==> src/rtl/fifo_wr_arbiter.sv <==
// Two-producer write arbiter in front of a FIFO with bounded bursts and a registered write port.
// Optional per-producer/overflow statistics counters are built when FIFO_ARB_STATS_EN is defined.
module fifo_wr_arbiter #(
    parameter int unsigned FIFO_WIDTH = 16,
    parameter int unsigned MAX_BURST  = 4
) (
    input  logic                  clk,
    input  logic                  rst_n,
    input  logic                  req_a,
    input  logic                  req_b,
    input  logic [FIFO_WIDTH-1:0] data_a,
    input  logic [FIFO_WIDTH-1:0] data_b,
    output logic                  accept_a,
    output logic                  accept_b,
    input  logic                  full,
    input  logic                  almostfull,
    input  logic                  overflow,
    output logic                  wr_en,
    output logic [FIFO_WIDTH-1:0] data_in,
    output logic [15:0]           wr_cnt_a,
    output logic [15:0]           wr_cnt_b,
    output logic [7:0]            ovf_cnt,
    output logic [1:0]            gnt_state
);

    typedef enum logic [1:0] {
        IDLE  = 2'd0,
        GNT_A = 2'd1,
        GNT_B = 2'd2
    } state_e;

    typedef enum logic {
        LAST_A = 1'b0,
        LAST_B = 1'b1
    } last_e;

    localparam logic [3:0] BURST_TOP = 4'(MAX_BURST - 1);

    state_e                  state_q, state_d;
    last_e                   last_q, last_d;
    logic [3:0]              burst_cnt_q, burst_cnt_d;
    logic                    wr_en_q, wr_en_d;
    logic [FIFO_WIDTH-1:0]   data_in_q, data_in_d;
    logic                    blocked;

    // almostfull only blocks when a write is already in flight to the FIFO
    assign blocked  = full | (almostfull & wr_en_q);
    assign accept_a = rst_n & (state_q == GNT_A) & req_a & ~blocked;
    assign accept_b = rst_n & (state_q == GNT_B) & req_b & ~blocked;

    always_comb begin
        state_d     = state_q;
        last_d      = last_q;
        burst_cnt_d = burst_cnt_q;
        case (state_q)
            IDLE: begin
                if (req_a && (!req_b || last_q == LAST_B)) state_d = GNT_A;
                else if (req_b)                             state_d = GNT_B;
            end
            GNT_A: begin
                if (!req_a)                                          state_d = req_b ? GNT_B : IDLE;
                else if (accept_a && burst_cnt_q == BURST_TOP && req_b) state_d = GNT_B;
            end
            GNT_B: begin
                if (!req_b)                                          state_d = req_a ? GNT_A : IDLE;
                else if (accept_b && burst_cnt_q == BURST_TOP && req_a) state_d = GNT_A;
            end
            default: state_d = IDLE;
        endcase

        if (state_d != state_q) begin
            burst_cnt_d = '0;
            if (state_d == GNT_A) last_d = LAST_A;
            if (state_d == GNT_B) last_d = LAST_B;
        end else if ((accept_a || accept_b) && burst_cnt_q != BURST_TOP) begin
            burst_cnt_d = burst_cnt_q + 4'd1;
        end
    end

    always_comb begin
        wr_en_d   = accept_a | accept_b;
        data_in_d = data_in_q;
        if (accept_a)      data_in_d = data_a;
        else if (accept_b) data_in_d = data_b;
    end

    always_ff @(posedge clk or negedge rst_n) begin
        if (!rst_n) begin
            state_q     <= IDLE;
            last_q      <= LAST_B;
            burst_cnt_q <= '0;
            wr_en_q     <= 1'b0;
            data_in_q   <= '0;
        end else begin
            state_q     <= state_d;
            last_q      <= last_d;
            burst_cnt_q <= burst_cnt_d;
            wr_en_q     <= wr_en_d;
            data_in_q   <= data_in_d;
        end
    end

    assign wr_en     = wr_en_q;
    assign data_in   = data_in_q;
    assign gnt_state = state_q;

`ifdef FIFO_ARB_STATS_EN
    logic [15:0] wr_cnt_a_q, wr_cnt_a_d;
    logic [15:0] wr_cnt_b_q, wr_cnt_b_d;
    logic [7:0]  ovf_cnt_q, ovf_cnt_d;

    always_comb begin
        wr_cnt_a_d = wr_cnt_a_q;
        wr_cnt_b_d = wr_cnt_b_q;
        ovf_cnt_d  = ovf_cnt_q;
        if (accept_a && wr_cnt_a_q != '1) wr_cnt_a_d = wr_cnt_a_q + 16'd1;
        if (accept_b && wr_cnt_b_q != '1) wr_cnt_b_d = wr_cnt_b_q + 16'd1;
        if (overflow && ovf_cnt_q != '1)  ovf_cnt_d  = ovf_cnt_q + 8'd1;
    end

    always_ff @(posedge clk or negedge rst_n) begin
        if (!rst_n) begin
            wr_cnt_a_q <= '0;
            wr_cnt_b_q <= '0;
            ovf_cnt_q  <= '0;
        end else begin
            wr_cnt_a_q <= wr_cnt_a_d;
            wr_cnt_b_q <= wr_cnt_b_d;
            ovf_cnt_q  <= ovf_cnt_d;
        end
    end

    assign wr_cnt_a = wr_cnt_a_q;
    assign wr_cnt_b = wr_cnt_b_q;
    assign ovf_cnt  = ovf_cnt_q;
`else
    logic stats_unused;
    assign stats_unused = overflow;
    assign wr_cnt_a     = '0;
    assign wr_cnt_b     = '0;
    assign ovf_cnt      = '0;
`endif

endmodule

==> config.mk <==
export PLATFORM = sky130hd
export DESIGN_NAME = fifo_wr_arbiter
export DESIGN_NICKNAME = d
export VERILOG_FILES = /design/src/rtl/fifo_wr_arbiter.sv
export SDC_FILE = /design/constraint.sdc
export NUM_CORES = 1
export LEC_CHECK = 0
export BUFFER_PORTS_ARGS = -buffer_cell sky130_fd_sc_hd__buf_2
export CAP_MARGIN = 0
export CORE_MARGIN = 2
export CORE_UTILIZATION = 44
export CTS_BUF_LIST = sky130_fd_sc_hd__clkbuf_8
export DETAILED_ROUTE_END_ITERATION = 10
export PLACE_DENSITY = 0.82
export SLEW_MARGIN = 20
export SYNTH_ARGS = -nofsm -noshare
export SYNTH_HDL_FRONTEND = slang
export SYNTH_SLANG_ARGS = --single-unit
export TNS_END_PERCENT = 20
==> constraint.sdc <==
create_clock -name clk -period 2.31 [get_ports clk]
set_clock_uncertainty 0.05 [all_clocks]
set_input_delay 0.1155 -clock clk [delete_from_list [all_inputs] [get_ports clk]]
set_output_delay 0.1155 -clock clk [all_outputs]
set_load 0.02 [all_outputs]
==> results.yml <==
timing:
  tns_ns: 0
  fin_crit_sh_pct: 93.6
  hold_viol_final: 0
  worst_slack_ns: 0.148
  drv_slew: 0
  rsz0062_at_grt: "false"
  finalSetupViolCount: 0
  period_minus_slack_ns: 2.16
  fmax_mhz: 463
status:
  status: "completed"
power_and_ir_drop:
  p_per_area_nw_per_um2: 928
  leakagePower_nw: 1.11
  peakVddDrop_mv: 0.435
clock_network:
  cts_root_buffer: "clkbuf_8"
  cts-htree-levels: 1
  cts_num_sinks: 24
  cts_buffer_depth: 2
  cts_tree: "built"
  clkTransAtPathRegs_ns: 0.09
  clkLatencyLatePin_ns: 0.27
  cts_buffers: 3
route:
  route.detailed.drc: 0
  via_per_inst: 4.68
  route.vias.total: 1301
  antenna_left: 0
  wl_per_cell_microns: 11.2
  wirelength_microns: 3110
  drtIter0Drc: 17
  first_pass_iters: 4
worst_setup_path:
  regToRegStartpoint: "burst_cnt_q[0]$_DFFE_PN0P_"
  start_kind: "flip-flop"
  critPathArrivalTime_ns: 2.31
  crit_start: "burst_cnt_q[0]$_DFFE_PN0P_"
  cpMaxStageDelayCell: "dfrtp_1"
  cp-end-kind: "flip-flop"
  worstSetupPathType: "flip-flop to flip-flop"
  path_cells: "ha_1 -> nor3b_4 -> a31oi_1 -> o21ai_0 -> nand3b_1 -> ha_1 -> and2_1 -> a31oi_1 -> o211ai_1"
  cp.required_ns: 2.46
  path_max_fanout: 5
  max_stage_delay_ns: 0.39
synth:
  ys_ff_latch: 24
  synth_area_leaders: "dfrtp_1, buf_4, mux2i_1, o21ai_0, nand2_1"
  ys_warn_count: 0
  yosysTopAreaCell: "dfrtp_1"
  postSynthAreaPerCell_sq_um: 9.42
  synthCells: 171
  ys_async_sr_fraction_pct: 100
  synth_top_area_share_pct: 35.7
  yosysUniqueCellTypes: 33
  synthFlopType: "dfrtp_1"
  synth_edf_count: 0
  syn_area_sq_um: 1610
  synth_seq_area_share_pct: 37.3
global_routing:
  first_global_vias: 1061
  grt_pass1_wl_microns: 4660
  grt.overflow.total: 0
  grt_util_all_layers_pct: 14.4
  antenna_found_initial: 0
  grt_max_degree: 25
cells_and_area:
  n_fill_cell: 342
  instances_no_fill: 278
  nets: 274
  regArea_sq_um: 602
  layout-drive-gt1-share_pct: 31.5
  layout_common_cells: "buf_2, conb_1, dfrtp_1, o21ai_0, nand2_1"
  areaGrowthSynthToFinish_pct: 16.8
  multi_input_area_sq_um: 788
  final_common_cell: "buf_2"
  antennaDiodeCount: 0
worst_hold_path:
  min-delay-start: "data_a[12]"
  holdCritPathClass: "input pin to flip-flop"
die:
  dieArea_sq_um: 4160
  ios: 100
  core-area_sq_um: 3420
  rows: 21
  die_w_microns: 64.5
  die_h_microns: 64.5
  start_util_pct: 47.2
placed_design:
  dp_hpwl_microns: 2390
  dp.cells: 272
  io_buffers: 58
  gp_congestion: 0.777
  post-place-ws_ns: 0.0806
flow_run:
  cap_violations: 0
-- final cells by class --
class | count | share of cell area, %
repair buffers | 65 | 18.3
flip-flops and latches | 24 | 32.0
clock inverters | 1 | 1.59
well taps | 46 | 3.06
inverters | 5 | 0.997
multi-input cells | 134 | 41.9
clock buffers | 3 | 2.19
-- critical path: cells and delay by family, from the launching register on --
family	cells	cell delay (ns)
flip-flops	1	0.39
AND/OR/NAND/NOR	3	0.54
adder cells (fa/ha/maj)	2	0.49
AO/OA/AOI/OAI	4	0.62
-- Yosys cell counts, types with 3 or more instances --
master	count
a21oi_1	4
and2b_1	3
and3b_1	3
buf_4	44
dfrtp_1	23
inv_1	5
mux2i_1	16
nand2_1	18
nand4_1	3
o21ai_0	22
-- where the power goes --
group          switching, W  leakage, nW  total, W  internal [W]
logic              0.000470        0.770  0.000718      0.000248
registers         0.0000802        0.305  0.000658      0.000577
clock network      0.000140       0.0357  0.000372      0.000232
total              0.000690         1.11   0.00175       0.00106
-- path summary, 6_finish.rpt --
kind,to,slack [ns],cells after the start
setup reg to reg,last_q$_DFFE_PN1P_,0.15,9
min in group asynchronous,gnt_state[0]$_DFF_PN0_,0.31,3
max in group asynchronous,last_q$_DFFE_PN1P_,1.61,3
hold / removal,data_in[12]$_DFFE_PN0N_,0.08,3
hold reg to reg,data_in[7]$_DFFE_PN0N_,0.43,2
setup / recovery,last_q$_DFFE_PN1P_,0.15,9
-- timing repair --
action                                  in CTS  in global routing
endpoints found under the setup margin       0                  1
hold buffers                                 1                  0
buffers inserted                             0                  1
gates resized for setup                      0                  3
endpoints found under the hold margin       23                  0
-- per-layer routing --
layer,vias up,GRT usage [%],share of wire (%)
met4,0,7.18,1.6
met5,-,0,0
met3,4,2.43,9.2
li1,630,-,-
met1,597,16.4,38
met2,70,25.9,51
-- cells by family after synthesis --
logic type	count (synthesis)	share of synthesized area (%)
AOI/OAI and AO/OA	35	13.3
adders and majority gates	2	1.55
muxes	16	9.94
other	1	0.233
and+or+nand+nor	41	14.4
DFF	24	37.3
buffers and inverters	52	23.3
-- metrics by stage --
step                hold slack, ns  util (%)  instance area (sq um)  power (W)
finish                      0.0784      55.1                   1880    0.00175
global route                 0.107      55.1                   1880    0.00187
CTS                         0.0836      54.7                   1870    0.00176
detailed placement          0.0928      52.3                   1790    0.00139
global placement            0.0920      52.3                   1790    0.00136
floorplan                   -0.230         -                   1760    0.00119
-- registers in the layout (all words and copies together) (netlist names) --
register / count
last_q: 1
burst_cnt_q: 4
wr_en: 1
data_in: 16
gnt_state: 2
Note: power is estimated with default switching activity, not from simulation.
